### src/rtl/alu_exec_unit.sv
// alu_exec_unit: single-issue integer ALU with a valid/ready handshake on
// both sides. Arithmetic and logic ops finish one cycle after accept; shifts
// are performed one bit per cycle, so a shift by n takes n+1 cycles.
// The result is held in DONE until the consumer takes it.
module alu_exec_unit #(
  parameter int WIDTH = 32
) (
  input  logic             clk,
  input  logic             rst_n,
  input  logic             in_valid,
  output logic             in_ready,
  input  logic [3:0]       op,
  input  logic [WIDTH-1:0] a,
  input  logic [WIDTH-1:0] b,
  output logic             out_valid,
  input  logic             out_ready,
  output logic [WIDTH-1:0] result,
  output logic             zero,
  output logic             ovf
);

  // Operation codes
  localparam logic [3:0] OP_ADD  = 4'd0;
  localparam logic [3:0] OP_SUB  = 4'd1;
  localparam logic [3:0] OP_SLT  = 4'd2;
  localparam logic [3:0] OP_SLTU = 4'd3;
  localparam logic [3:0] OP_AND  = 4'd4;
  localparam logic [3:0] OP_OR   = 4'd5;
  localparam logic [3:0] OP_XOR  = 4'd6;
  localparam logic [3:0] OP_SLL  = 4'd7;
  localparam logic [3:0] OP_SRL  = 4'd8;
  localparam logic [3:0] OP_SRA  = 4'd9;

  typedef enum logic [1:0] {
    ST_IDLE  = 2'd0,
    ST_SHIFT = 2'd1,
    ST_DONE  = 2'd2
  } state_t;

  state_t           state_q, state_d;
  logic [3:0]       op_q, op_d;       // registered opcode (selects shift direction)
  logic [WIDTH-1:0] sh_q, sh_d;       // registered operand A, shifted in place
  logic [4:0]       cnt_q, cnt_d;     // remaining shift steps (registered b[4:0])
  logic [WIDTH-1:0] res_q, res_d;
  logic             zero_q, zero_d;
  logic             ovf_q, ovf_d;

  logic             accept;
  logic             in_is_shift;
  logic [WIDTH-1:0] alu_res;
  logic             alu_ovf;
  logic [WIDTH-1:0] sum;
  logic [WIDTH-1:0] diff;
  logic             ovf_add;
  logic             ovf_sub;
  logic [WIDTH-1:0] sh_step;

  assign accept      = in_valid && in_ready;
  assign in_is_shift = (op == OP_SLL) || (op == OP_SRL) || (op == OP_SRA);

  // Single-cycle ALU evaluated on the operands presented at accept
  always_comb begin
    sum     = a + b;
    diff    = a - b;
    ovf_add = (a[WIDTH-1] == b[WIDTH-1]) && (sum[WIDTH-1]  != a[WIDTH-1]);
    ovf_sub = (a[WIDTH-1] != b[WIDTH-1]) && (diff[WIDTH-1] != a[WIDTH-1]);
    alu_res = '0;
    alu_ovf = 1'b0;
    case (op)
      OP_ADD: begin
        alu_res = sum;
        alu_ovf = ovf_add;
      end
      OP_SUB: begin
        alu_res = diff;
        alu_ovf = ovf_sub;
      end
      // Sign of the difference corrected by overflow gives the true signed compare
      OP_SLT:  alu_res = {{(WIDTH-1){1'b0}}, diff[WIDTH-1] ^ ovf_sub};
      OP_SLTU: alu_res = {{(WIDTH-1){1'b0}}, (a < b)};
      OP_AND:  alu_res = a & b;
      OP_OR:   alu_res = a | b;
      OP_XOR:  alu_res = a ^ b;
      // A shift by zero completes immediately with A unchanged
      OP_SLL, OP_SRL, OP_SRA: alu_res = a;
      default: alu_res = '0;  // illegal opcodes produce 0
    endcase
  end

  // One-bit shift step of the working register, direction from the stored opcode
  always_comb begin
    sh_step = sh_q;
    case (op_q)
      OP_SLL:  sh_step = {sh_q[WIDTH-2:0], 1'b0};
      OP_SRL:  sh_step = {1'b0, sh_q[WIDTH-1:1]};
      OP_SRA:  sh_step = {sh_q[WIDTH-1], sh_q[WIDTH-1:1]};
      default: sh_step = sh_q;
    endcase
  end

  // Next-state and datapath-update logic for the IDLE/SHIFT/DONE sequencer
  always_comb begin
    state_d = state_q;
    op_d    = op_q;
    sh_d    = sh_q;
    cnt_d   = cnt_q;
    res_d   = res_q;
    zero_d  = zero_q;
    ovf_d   = ovf_q;
    case (state_q)
      ST_IDLE: begin
        if (accept) begin
          op_d  = op;
          sh_d  = a;
          cnt_d = b[4:0];
          if (in_is_shift && (b[4:0] != 5'd0)) begin
            state_d = ST_SHIFT;
          end else begin
            res_d   = alu_res;
            zero_d  = (alu_res == '0);
            ovf_d   = alu_ovf;
            state_d = ST_DONE;
          end
        end
      end
      ST_SHIFT: begin
        sh_d  = sh_step;
        cnt_d = cnt_q - 5'd1;
        if (cnt_q == 5'd1) begin
          res_d   = sh_step;
          zero_d  = (sh_step == '0);
          ovf_d   = 1'b0;
          state_d = ST_DONE;
        end
      end
      ST_DONE: begin
        // Result is held until taken; leaving DONE clears it so it reads 0 elsewhere
        if (out_ready) begin
          res_d   = '0;
          zero_d  = 1'b0;
          ovf_d   = 1'b0;
          state_d = ST_IDLE;
        end
      end
      default: begin
        res_d   = '0;
        zero_d  = 1'b0;
        ovf_d   = 1'b0;
        cnt_d   = 5'd0;
        state_d = ST_IDLE;
      end
    endcase
  end

  // State and datapath registers; reset discards any operation in flight
  always_ff @(posedge clk or negedge rst_n) begin
    if (!rst_n) begin
      state_q <= ST_IDLE;
      op_q    <= 4'd0;
      sh_q    <= '0;
      cnt_q   <= 5'd0;
      res_q   <= '0;
      zero_q  <= 1'b0;
      ovf_q   <= 1'b0;
    end else begin
      state_q <= state_d;
      op_q    <= op_d;
      sh_q    <= sh_d;
      cnt_q   <= cnt_d;
      res_q   <= res_d;
      zero_q  <= zero_d;
      ovf_q   <= ovf_d;
    end
  end

  assign in_ready  = (state_q == ST_IDLE);
  assign out_valid = (state_q == ST_DONE);
  assign result    = res_q;
  assign zero      = zero_q;
  assign ovf       = ovf_q;

endmodule

### config.mk
export PLATFORM = sky130hd
export DESIGN_NAME = alu_exec_unit
export DESIGN_NICKNAME = d
export VERILOG_FILES = /design/src/rtl/alu_exec_unit.sv
export SDC_FILE = /design/constraint.sdc
export NUM_CORES = 1
export LEC_CHECK = 0
export BUFFER_PORTS_ARGS = -buffer_cell sky130_fd_sc_hd__buf_4
export CAP_MARGIN = 0
export CORE_MARGIN = 5
export CORE_UTILIZATION = 51
export CTS_BUF_LIST = sky130_fd_sc_hd__clkbuf_4
export CTS_CLUSTER_DIAMETER = 30
export CTS_CLUSTER_SIZE = 14
export DETAILED_ROUTE_END_ITERATION = 7
export PLACE_DENSITY = 0.71
export SYNTH_ARGS = -nofsm -noshare
export SYNTH_HDL_FRONTEND = slang
export SYNTH_SLANG_ARGS = --single-unit
### constraint.sdc
create_clock -name clk -period 5.3 [get_ports clk]
set_clock_uncertainty 0.15 [all_clocks]
set_input_delay 0.53 -clock clk [delete_from_list [all_inputs] [get_ports clk]]
set_output_delay 0.53 -clock clk [all_outputs]
set_load 0.02 [all_outputs]
### After elaboration in Yosys (flattened, before gate mapping)

Index checks and enable logic that the tools add are counted.

| word-level totals | value |
|---|---|
| bits in registers | 77 |
| latch bits | 0 |
| bits in writable memories | 0 |
| memory bits (read-only) | 0 |
| output and inout bits | 36 |
| memories kept | 0 |

| cells by class | value |
|---|---|
| $add $sub $neg | 3 |
| multipliers | 0 |
| div/mod/pow operators | 0 |
| $lt $le $gt $ge | 1 |
| equality and inequality tests | 23 |
| shift operators | 0 |
| muxes and demuxes | 26 |
| bitwise operators | 5 |
| reduce and logical (&&, ||, !) cells | 18 |

Operators by type and width:

| kind | number |
|---|---|
| 32-bit case mux with 8 select lines | 1 |
| 32-bit case mux with 3 select lines | 2 |
| 32-bit 2-to-1 mux | 5 |
| 32-bit logical NOT | 2 |
| 32-bit case mux with 2 select lines | 1 |
| 32-bit adder | 1 |
| 32-bit AND | 1 |
| 32-bit < comparator | 1 |
| 32-bit bitwise OR | 1 |
| 32-bit subtractor | 1 |
| 32-bit XOR | 1 |
| 4-bit by 3-bit == test with 1-bit output, second input constant | 5 |
| 4-bit == test, second input constant | 4 |
| 5-bit case mux with 3 select lines | 1 |
| 4-bit by 2-bit == test with 1-bit output, second input constant | 2 |
| 2-bit 2-to-1 mux | 4 |
| 1-bit 2-to-1 mux | 7 |
| 1-bit case mux with 3 select lines | 2 |
| 2-bit case mux with 3 select lines | 1 |
| 2-bit AND reduction | 3 |
| 5-bit by 1-bit == test with 1-bit output, second input constant | 1 |
| 5-bit 2-to-1 mux | 1 |
| 5-bit nonzero test | 1 |
| 5-bit by 1-bit subtractor with 5-bit output, second input constant | 1 |
| other kinds (18) | 26 |

### Logic depth before layout (Yosys ltp)

Gate-level depths: netlist (run 1).

| depth | value |
|---|---|
| word-level depth | 9 |
| mapped depth | 23 |
| gate-level depth less buffers | 22 |

### Least setup slack after synthesis (run 1)

No wires, ideal clock.

| timing path | value |
|---|---|
| kind | in2reg |
| start point | in b[1] |
| end point | reg zero_q (netlist: zero) |
| setup time | 0.092 ns |
| data arrival time | 4.487 ns |
| setup slack | 0.571 ns |
| stages | 22 |
| path through | inv_1 ha_1 or2_4 a2111oi_0 o2111a_1 a211oi_2 o211ai_1 a221oi_1 a21oi_1 nor2_1 nor2_1 nor2_1 fa_1 a32oi_1 nor2_1 a211oi_1 nand2_1 o21ai_0 nand4_1 nor4_1 nand4_1 o31ai_2 |

| on the way | value |
|---|---|
| word-level cells in the longest chain between the ends | 9 |
| elaborated cells between the ends (all ways) | 18 |

RTL lines:

| item | RTL line | text |
|---|---|---|
| start: declaration | 14 | `input logic [WIDTH-1:0] b,` |
| 32-bit subtractor | 64 | `diff = a - b;` |
| 1-bit != test | 66 | `ovf_sub = (a[WIDTH-1] != b[WIDTH-1]) && (diff[WIDTH-1] != a[WIDTH-1]);` |
| 1-bit logical AND | 66 |  |
| 1-bit XOR | 79 | `OP_SLT: alu_res = {{(WIDTH-1){1'b0}}, diff[WIDTH-1] ^ ovf_sub};` |
| 32-bit case mux with 8 select lines | 69 | `case (op)` |
| 32-bit logical NOT | 120 | `zero_d = (alu_res == '0);` |
| 1-bit 2-to-1 mux | 116 | `if (in_is_shift && (b[4:0] != 5'd0)) begin` |
| 1-bit 2-to-1 mux | 112 | `if (accept) begin` |
| 1-bit case mux with 3 select lines | 110 | `case (state_q)` |
| end signal: assignment | 171 | `zero_q <= zero_d;` |
| end: declaration | 45 | `logic zero_q, zero_d;` |

Several ways; a longest one is shown, not always the timed one. The select of a mux whose other input is x is not followed.
A chain may end at the register's enable or synchronous reset.

### Worst setup path in the final report (run 1)

| timing path | value |
|---|---|
| start point | in a[1] |
| end point | reg zero_q (netlist: zero) |

| on the way | value |
|---|---|
| word-level cells in the longest chain between the ends | 9 |
| elaborated cells between the ends (all ways) | 14 |

RTL lines:

| item | RTL line | text |
|---|---|---|
| start: declaration | 13 | `input logic [WIDTH-1:0] a,` |
| 32-bit subtractor | 64 |  |
| 1-bit != test | 66 |  |
| 1-bit logical AND | 66 |  |
| 1-bit XOR | 79 |  |
| 32-bit case mux with 8 select lines (*) | 69 |  |
| 32-bit logical NOT (*) | 120 |  |
| 1-bit 2-to-1 mux (*) | 116 |  |
| 1-bit 2-to-1 mux (*) | 112 |  |
| 1-bit case mux with 3 select lines (*) | 110 |  |

Every way passes the cells marked *; elsewhere a longest branch is shown, timed or not. The select of a mux whose other input is x is not followed.

==> results.toml, run 1 <==
[synth]
synth_top_family_by_area = "compound AO/OA/AOI/OAI gates"
avgSynthCellArea_um2 = 7.21
synthMuxAreaShare_pct = 1.86
synth_cells = 1425
synth_common_cells = "nand2_1 (174), a21oi_1 (144), o21ai_0 (130)"
synth_area_um2 = 10300
ys.flop_type = "dfrtp_1"
ys_top_cells_by_area = "dfrtp_1 (19%), ha_1 (13%), a21oi_1 (7.0%)"
synth_top_area_share_pct = 18.8
synth_edf_count = 0
synth_compound_area_share_pct = 36.5
synth_fa_ha_area_share_pct = 13.5
yosysTopAreaCell = "dfrtp_1"
seq_area_frac_synth_pct = 18.8
synth.net_count = 1606
synth-xor-area-share_pct = 0.256
yosysMostFrequentCell = "nand2_1"
synth-simple-area-share_pct = 21.2
ys_types = 87
yosysWarnings = 0
synth_seq_cells = 77
synthArstFlopShare_pct = 100

[power_and_ir_drop]
totalPowerFinal_mw = 3.96
switching_share_pct = 53.9
power_leakage_nw = 5.18
clkPwrFrac_pct = 8.9
seq_power_share_pct = 28.4
combPwrFrac_pct = 62.6
power_density_nw_per_um2 = 344
netSwitchingPower_mw = 2.13
p_int_mw = 1.83
vdd.ir_drop.worst_mv = 0.224

[clock_tree]
clk_pin_slew_ps = 160
cts_buffer_depth = 2
cts_buffers = 9
cts_tree = "done"
post_cts_resize_count = 0
cts_setup_buffers = 0
ctsHoldBuffers = 0
cts.sink_count = 77
insertion_delay_ps = 480
cts_root_buffer = "clkbuf_4"
h-tree-depth = 3

[global_route]
grt_first_pass_wirelength_um = 61200
grt_usage_pct = 32.7
antenna_found_initial = 1
grt_overflow = 0
grt_pass1_vias = 10600
grt_max_degree = 78

[drt]
dr.pass1.iters = 8
dr_total_vias = 11800
vias_per_cell = 6.68
wl_met2_um = 17000
wl_per_cell_um = 22.5
dr_wl_met3_um = 4180
antenna_left = 0
drc = 0
wl_met1_um = 17000
dr.first_iter.drc_count = 1516
routed_wl_um = 39700
routed.top_layer = "met4"

[sta]
slew_headroom_pct = 21.0
tns_ps = 0
rsz0062_at_grt = "no"
period_needed_ps = 4750
hold_viol = 0
tightest_slew_ps = 1180
fmax_mhz = 211
post-route-period-util_pct = 89.6
setup_violations = 0
maxSlewViolCount = 0

[floorplanning]
boundaryPins = 108
die_x_um = 152
num_rows = 52
dieArea_um2 = 23100
initial_utilization_pct = 51.3
core_area_um2 = 20000
die_y_um = 152

[layout]
fin_util_pct = 57.4
final_nets = 1670
syn2layout_area_growth_pct = 12.1
drive_gt1_share_pct = 14.1

[placement]
port_buffers = 107
hpwl_um = 30300
place.gp.congestion = 1.04

[critical_path]
r2r_slack_ps = 1010
worstRegToRegCells = 11
path_max_fanout = 6
cp_data_arrival_time_ps = 4990
worstSetupPathType = "in -> reg"
critPathLaunchType = "primary input"
crit_required_ps = 5540
endpoint_kind = "flip-flop"

[status]
run_status = "completed"

[min_path]
min_path_type = "in -> async"

[run]
drv_cap = 0
## per-layer routing
| layer | vias to the layer above | global-route usage, % |
|---|---|---|
| met1 | 5596 | 47.0 |
| met4 | 0 | 11.2 |
| met3 | 105 | 6.31 |
| li1 | 5372 | - |
| met5 | - | 0 |
| met2 | 716 | 49.2 |
## sequential cells by signal, summed over array words and instances (netlist names)
register and flops:
cnt_q 5, sh_q 32, result 32, state_q 2, ovf 1, op_q 4
zero 1
## cell families (layout without fill, tap and decap cells)
kind of cell	Yosys count	after routing
muxes	17	17
other	0	1
adders and majority gates	109	109
DFF	77	77
and+or+nand+nor	456	456
AOI/OAI and AO/OA	557	557
xor gates and xnor gates	3	3
buffers and inverters	206	275
## through the flow
step	hold WS (ps)	instances	area [um2]	worst slack, ps
after floorplan	84.4	1425	10300	571
after global placement	304	1748	11400	186
final	33.7	1765	11500	551
after global routing	78.7	1765	11500	66.8
after detailed placement	310	1748	11400	91.8
after CTS	77.4	1764	11500	544
## layout make-up
| class | instances | area [um2] |
|---|---|---|
| Fill cell | 1998 | 8530 |
| Multi-Input combinational cell | 1142 | 7580 |
| Sequential cell | 77 | 1930 |
| Timing Repair Buffer | 151 | 1130 |
| Inverter | 108 | 405 |
| Tap cell | 270 | 338 |
| Clock buffer | 9 | 67.6 |
| Clock inverter | 7 | 57.6 |
| Antenna cell | 1 | 2.50 |
## layout by cell type (no fill, tap or decap), drive strengths merged, types with 9 or more instances in the layout
master  count
nand2b     11
a22oi      33
a221oi     26
mux2i       9
nor2b      18
o211ai     21
o32ai      12
inv       112
nor2      103
clkbuf      9
a22o        9
a21oi     145
a211oi     18
dfrtp      77
a221o      15
o22a       13
nor3       35
or3        10
buf       151
a31oi      13
nand4      20
o31ai      13
ha        106
or2        10
nand2     174
nand3      14
a21o       16
nor4       15
o21ai     132
## critical path, stage by stage
cell and delay (ps):
buf_4 130, inv_1 80, ha_1 340, or2_4 260, a2111oi_0 370, buf_4 200, o2111a_1 210, a211oi_2 70
o211ai_1 280, a221oi_1 160, a21oi_1 170, nor2_1 50, nor2_1 80, nor2_1 60, fa_1 360, a32oi_1 200
nor2_1 60, a211oi_1 240, nand2_1 70, o21ai_0 210, nand4_1 120, nor4_1 370, nand4_1 150, o31ai_2 190
## path summary, 6_finish.rpt
kind | end | startpoint
max | zero$_DFFE_PN0P_ | a[1]
min reg2reg | result[7]$_DFFE_PN0P_ | result[7]$_DFFE_PN0P_
max in group asynchronous | result[26]$_DFFE_PN0P_ | rst_n
min | state_q[1]$_DFFE_PN0P_ | rst_n
max reg2reg | zero$_DFFE_PN0P_ | state_q[1]$_DFFE_PN0P_
min in group clk | state_q[1]$_DFFE_PN0P_ | out_ready
## power by group through the flow
stage / sequential, mW / clock [mW] / combinational [mW]
after floorplan: 1.13 / 0 / 1.56
after global placement: 1.12 / 0 / 2.40
after detailed placement: 1.12 / 0 / 2.42
after CTS: 1.11 / 0.352 / 2.43
after global routing: 1.16 / 0.381 / 2.69
final: 1.13 / 0.354 / 2.48
Power figures use the tool's default switching activity.
==> run 2, diff against run 1 <==
--- a/config.mk
+++ b/config.mk
@@ -8,12 +8,11 @@
 export BUFFER_PORTS_ARGS = -buffer_cell sky130_fd_sc_hd__buf_4
 export CAP_MARGIN = 0
 export CORE_MARGIN = 5
-export CORE_UTILIZATION = 51
+export CORE_UTILIZATION = 35
 export CTS_BUF_LIST = sky130_fd_sc_hd__clkbuf_4
 export CTS_CLUSTER_DIAMETER = 30
 export CTS_CLUSTER_SIZE = 14
 export DETAILED_ROUTE_END_ITERATION = 7
-export PLACE_DENSITY = 0.71
 export SYNTH_ARGS = -nofsm -noshare
 export SYNTH_HDL_FRONTEND = slang
 export SYNTH_SLANG_ARGS = --single-unit
==> results.toml, run 2 (synthesis gave the netlist of run 1 again) <==
[status]
run_status = "completed"

[drt]
vias_per_cell = 6.13
dr.pass1.iters = 7
dr_total_vias = 11500
routed_wl_um = 41000
dr.first_iter.drc_count = 1445
drc = 0
wl_per_cell_um = 21.8
antenna_left = 0

[sta]
fmax_mhz = 211
hold_viol = 0
slew_headroom_pct = 18.8
tightest_slew_ps = 1220
final.setup.worst_slack_ps = 560
rsz0062_at_grt = "no"
post-route-period-util_pct = 89.4
setup_violations = 0
maxSlewViolCount = 0
period_needed_ps = 4740

[run]
drv_cap = 0

[power_and_ir_drop]
clkPwrFrac_pct = 9.4
netSwitchingPower_mw = 2.12
vdd.ir_drop.worst_mv = 0.206
seq_power_share_pct = 27.9
p_int_mw = 1.88
combPwrFrac_pct = 62.6
switching_share_pct = 52.9
power_density_nw_per_um2 = 342
power_leakage_nw = 5.19

[critical_path]
cpMostUsedCell = "nor2_1"
worstRegToRegCells = 11
crit_required_ps = 5510
slowest_delay_ps = 370
cp_data_arrival_time_ps = 4950
path_max_fanout = 6
path_buf_inv = 3
worst_path_dominant_cell_family = "compound AO/OA/AOI/OAI gates"
critPathLaunchType = "primary input"
path_cells = "buf_4, inv_1, ha_1, or2_4, a2111oi_2, buf_4, o2111a_1, a211oi_2, o211ai_1, a221oi_1, a21oi_1, nor2_1, nor2_1, nor2_1, fa_1, a32oi_1, nor2_1, a211oi_1, nand2_1, o21ai_0, nand4_1, nor4_2, nand4_1, o31ai_2"
r2r_slack_ps = 1130
worstSetupPathType = "in -> reg"
reg2reg_from = "state_q[1]$_DFFE_PN0P_"
critPathSlowestCell = "nor4_2"
r2r-end = "zero$_DFFE_PN0P_"
endpoint_kind = "flip-flop"

[layout]
syn2layout_area_growth_pct = 13.7
multi_input_area_um2 = 7590
final_common_cell = "nand2_1"
fillers = 3064
drive_gt1_share_pct = 14.3
final_nets = 1670
final_cells = 1879
regArea_um2 = 1930
layout_common_cells = "nand2_1 (174), buf_4 (151), a21oi_1 (144)"

[floorplanning]
die_x_um = 181
die_y_um = 181
initial_utilization_pct = 35.6
dieArea_um2 = 32900
num_rows = 62
core_area_um2 = 28900
boundaryPins = 108

[clock_tree]
cts.sink_count = 77
h-tree-depth = 3
ctsHoldBuffers = 0
insertion_delay_ps = 440
cts_buffer_depth = 2
cts_buffers = 9
clk_pin_slew_ps = 130
cts_tree = "done"
cts_root_buffer = "clkbuf_4"

[placement]
port_buffers = 107
hpwl_um = 31600
post-place-ws_ps = -93.9
place.gp.congestion = 0.997
dp.cells = 1862

[global_route]
grt_max_degree = 78
antenna_found_initial = 1
grt_first_pass_wirelength_um = 62900
grt_pass1_vias = 10800
grt_usage_pct = 23.8
grt_overflow = 0

[min_path]
min_path_type = "in -> async"
[run 2: how the worst max path moves through the flow]
stage | slack, ps | cells after the start | start | endpoint
after floorplan | 570 | 22 | b[1] | zero$_DFFE_PN0P_
after global placement | -50 | 24 | a[1] | zero$_DFFE_PN0P_
after detailed placement | -90 | 24 | a[1] | zero$_DFFE_PN0P_
after CTS | 350 | 24 | a[1] | zero$_DFFE_PN0P_
after global routing | 130 | 24 | a[1] | zero$_DFFE_PN0P_
final | 560 | 24 | a[1] | zero$_DFFE_PN0P_
[run 2: per-layer routing]
| metal | vias to the layer above | GRT usage, % | wire length [um] |
|---|---|---|---|
| met2 | 572 | 38.2 | 18600 |
| met4 | 0 | 6.03 | 939 |
| li1 | 5381 | - | - |
| met5 | - | 0 | 0 |
| met1 | 5499 | 33.4 | 17900 |
| met3 | 61 | 3.94 | 3510 |
[run 2: through the flow]
step           util [%]  power (mW)  hold WS, ps  setup TNS, ps  area, um2
2_1_floorplan         -        2.69         84.4              0      10300
3_3_place_gp       39.9        3.55          306          -51.9      11500
3_5_place_dp       39.9        3.58          315          -93.9      11500
4_1_cts            40.4        3.96          116              0      11700
5_1_grt            40.5        4.28          113              0      11700
6_report           40.5        4.00         88.7              0      11700
[run 2: final cells by class]
type / count / area share, %
clock inverters: 5 / 0.525
inverters: 108 / 3.47
clock buffers: 11 / 0.707
repair buffers: 151 / 9.70
flip-flops and latches: 77 / 16.5
multi-input cells: 1142 / 65.0
diodes: 1 / 0.0214
well taps: 384 / 4.11
[run 2: what timing repair did]
action,CTS,global route
buffers inserted,0,0
endpoints found under the setup margin,0,1
gates resized for setup,0,3
[run 2: power groups by stage]
stage	combinational [mW]	sequential, mW	clock (mW)
after detailed placement	2.46	1.12	0
final	2.50	1.12	0.378
after CTS	2.47	1.11	0.386
after global placement	2.44	1.11	0
after global routing	2.72	1.15	0.406
after floorplan	1.56	1.13	0
==> run 3, diff against run 2 <==
--- a/config.mk
+++ b/config.mk
@@ -7,6 +7,7 @@
 export LEC_CHECK = 0
 export BUFFER_PORTS_ARGS = -buffer_cell sky130_fd_sc_hd__buf_4
 export CAP_MARGIN = 0
+export CORE_ASPECT_RATIO = 0.9
 export CORE_MARGIN = 5
 export CORE_UTILIZATION = 35
 export CTS_BUF_LIST = sky130_fd_sc_hd__clkbuf_4
==> results.toml, run 3 (synthesis gave the netlist of run 1 again) <==
[critical_path]
slowest_delay_ps = 380
critPathSlowestCell = "nor4_1"
r2r-end = "zero$_DFFE_PN0P_"
path_max_fanout = 6
critPathLaunchType = "primary input"
r2r_slack_ps = 1570
path_cells = "buf_4, inv_1, ha_1, or2_4, a2111oi_2, buf_4, o2111a_1, a211oi_2, o211ai_1, a221oi_1, a21oi_1, nor2_1, nor2_1, nor2_1, fa_1, a32oi_1, nor2_1, a211oi_1, nand2_1, o21ai_0, nand4_1, nor4_1, nand4_1, o31ai_2"
endpoint_kind = "flip-flop"
cp-startpoint = "a[1]"
reg2reg_from = "state_q[1]$_DFFE_PN0P_"
worstRegToRegCells = 12
worstSetupPathType = "in -> reg"
crit_required_ps = 5540
cpMostUsedCell = "nor2_1"
cp-endpoint = "zero$_DFFE_PN0P_"
cp_data_arrival_time_ps = 5040

[global_route]
grt_pass1_vias = 11000
grt_first_pass_wirelength_um = 63900
antenna_found_initial = 1
met1_usage_pct = 35.8
grt_overflow = 0
busiest_layer = "met2"
grt_max_degree = 78
grt_usage_pct = 24.1
grt_use_met2_pct = 37.3
met3_usage_pct = 3.53

[floorplanning]
num_rows = 59
core_area_um2 = 28900
initial_utilization_pct = 35.5
boundaryPins = 108
die_y_um = 173
die_x_um = 191
dieArea_um2 = 32900

[drt]
drc = 0
antenna_left = 0
dr.first_iter.drc_count = 1312
wl_per_cell_um = 21.7
vias_per_cell = 6.05
dr.pass1.iters = 8
routed_wl_um = 41200
dr_total_vias = 11500

[layout]
fin_util_pct = 40.7
drive_gt1_share_pct = 14.6
layout_common_cells = "nand2_1 (174), buf_4 (159), a21oi_1 (144)"
regArea_um2 = 1930
finalInstanceArea_um2 = 11800
final_cells = 1899
fillers = 3148
final_nets = 1678
syn2layout_area_growth_pct = 14.6
multi_input_area_um2 = 7590
final_common_cell = "nand2_1"

[power_and_ir_drop]
seq_power_share_pct = 27.2
combPwrFrac_pct = 62.2
clkPwrFrac_pct = 10.6
power_leakage_nw = 5.24
totalPowerFinal_mw = 4.05
netSwitchingPower_mw = 2.11
power_density_nw_per_um2 = 344
p_int_mw = 1.94
vdd.ir_drop.worst_mv = 0.218
switching_share_pct = 52.2

[sta]
post-route-period-util_pct = 90.7
holdWs_ps = 62.9
period_needed_ps = 4810
fmax_mhz = 208
hold_viol = 0
slew_headroom_pct = 22.8
setup_violations = 0
final.setup.worst_slack_ps = 492
tns_ps = 0
tightest_slew_ps = 1160
rsz0062_at_grt = "no"
maxSlewViolCount = 0

[run]
drv_cap = 0

[min_path]
min_path_type = "in -> async"

[clock_tree]
ctsHoldBuffers = 0
cts.sink_count = 77
cts_buffer_depth = 2
insertion_delay_ps = 460
cts_tree = "done"
cts_buffers = 9
clk_pin_slew_ps = 140
h-tree-depth = 3
cts_root_buffer = "clkbuf_4"

[placement]
hpwl_um = 32300
place_area_um2 = 11600
port_buffers = 107
place.gp.congestion = 0.989
post-place-ws_ps = -129
dp.cells = 1882

[status]
run_status = "completed"
## run 3: cell count changes in the layout (fill, tap and decap cells not counted)
cell and change:
inv_6 +1, clkinvlp_4 -2, bufinv_16 +1, clkbuf_4 -2, buf_4 +8, nor4_1 +1
inv_8 +1, clkinv_4 -1, clkinv_2 +2, nor4_2 -1
## run 3: critical path: cells and delay by family
family / cells / cell delay, ps
AO/OA/AOI/OAI: 10 / 2140
adder cells (fa/ha/maj): 2 / 680
buffers and inverters: 3 / 420
AND/OR/NAND/NOR: 9 / 1260
## run 3: worst min path at each step
stage	end	start	slack, ps
floorplan	cnt_q[0]$_DFFE_PN0P_	rst_n	80
global placement	result[14]$_DFFE_PN0P_	result[14]$_DFFE_PN0P_	300
detailed placement	result[7]$_DFFE_PN0P_	result[7]$_DFFE_PN0P_	310
CTS	state_q[1]$_DFFE_PN0P_	out_ready	100
global route	state_q[1]$_DFFE_PN0P_	out_ready	120
finish	cnt_q[4]$_DFFE_PN0P_	rst_n	60
## run 3: cell type report
cell class | instances | area share (%)
sequential | 77 | 16.4
timing repair buffer | 159 | 10.1
antenna | 1 | 0.0212
clock buffer | 9 | 0.574
clock inverter | 7 | 0.829
multi-input combinational | 1142 | 64.4
tap | 396 | 4.21
inverter | 108 | 3.44
## run 3: timing repair
item / CTS / global route
buffers inserted: 0 / 0
gates resized for setup: 0 / 2
setup endpoints to repair: 0 / 1
## run 3: power groups by stage
stage / clock network (mW) / registers (mW) / logic [mW]
finish: 0.429 / 1.10 / 2.52
global route: 0.459 / 1.14 / 2.77
CTS: 0.437 / 1.09 / 2.49
detailed placement: 0 / 1.10 / 2.48
global placement: 0 / 1.10 / 2.47
floorplan: 0 / 1.13 / 1.56
## run 3: metal layers
layer,share of wire [%],routed length (um),vias to the layer above
met5,0,0,-
met1,45,18700,5488
met3,8.8,3640,51
met2,44,18100,556
met4,1.8,752,0
li1,-,-,5397
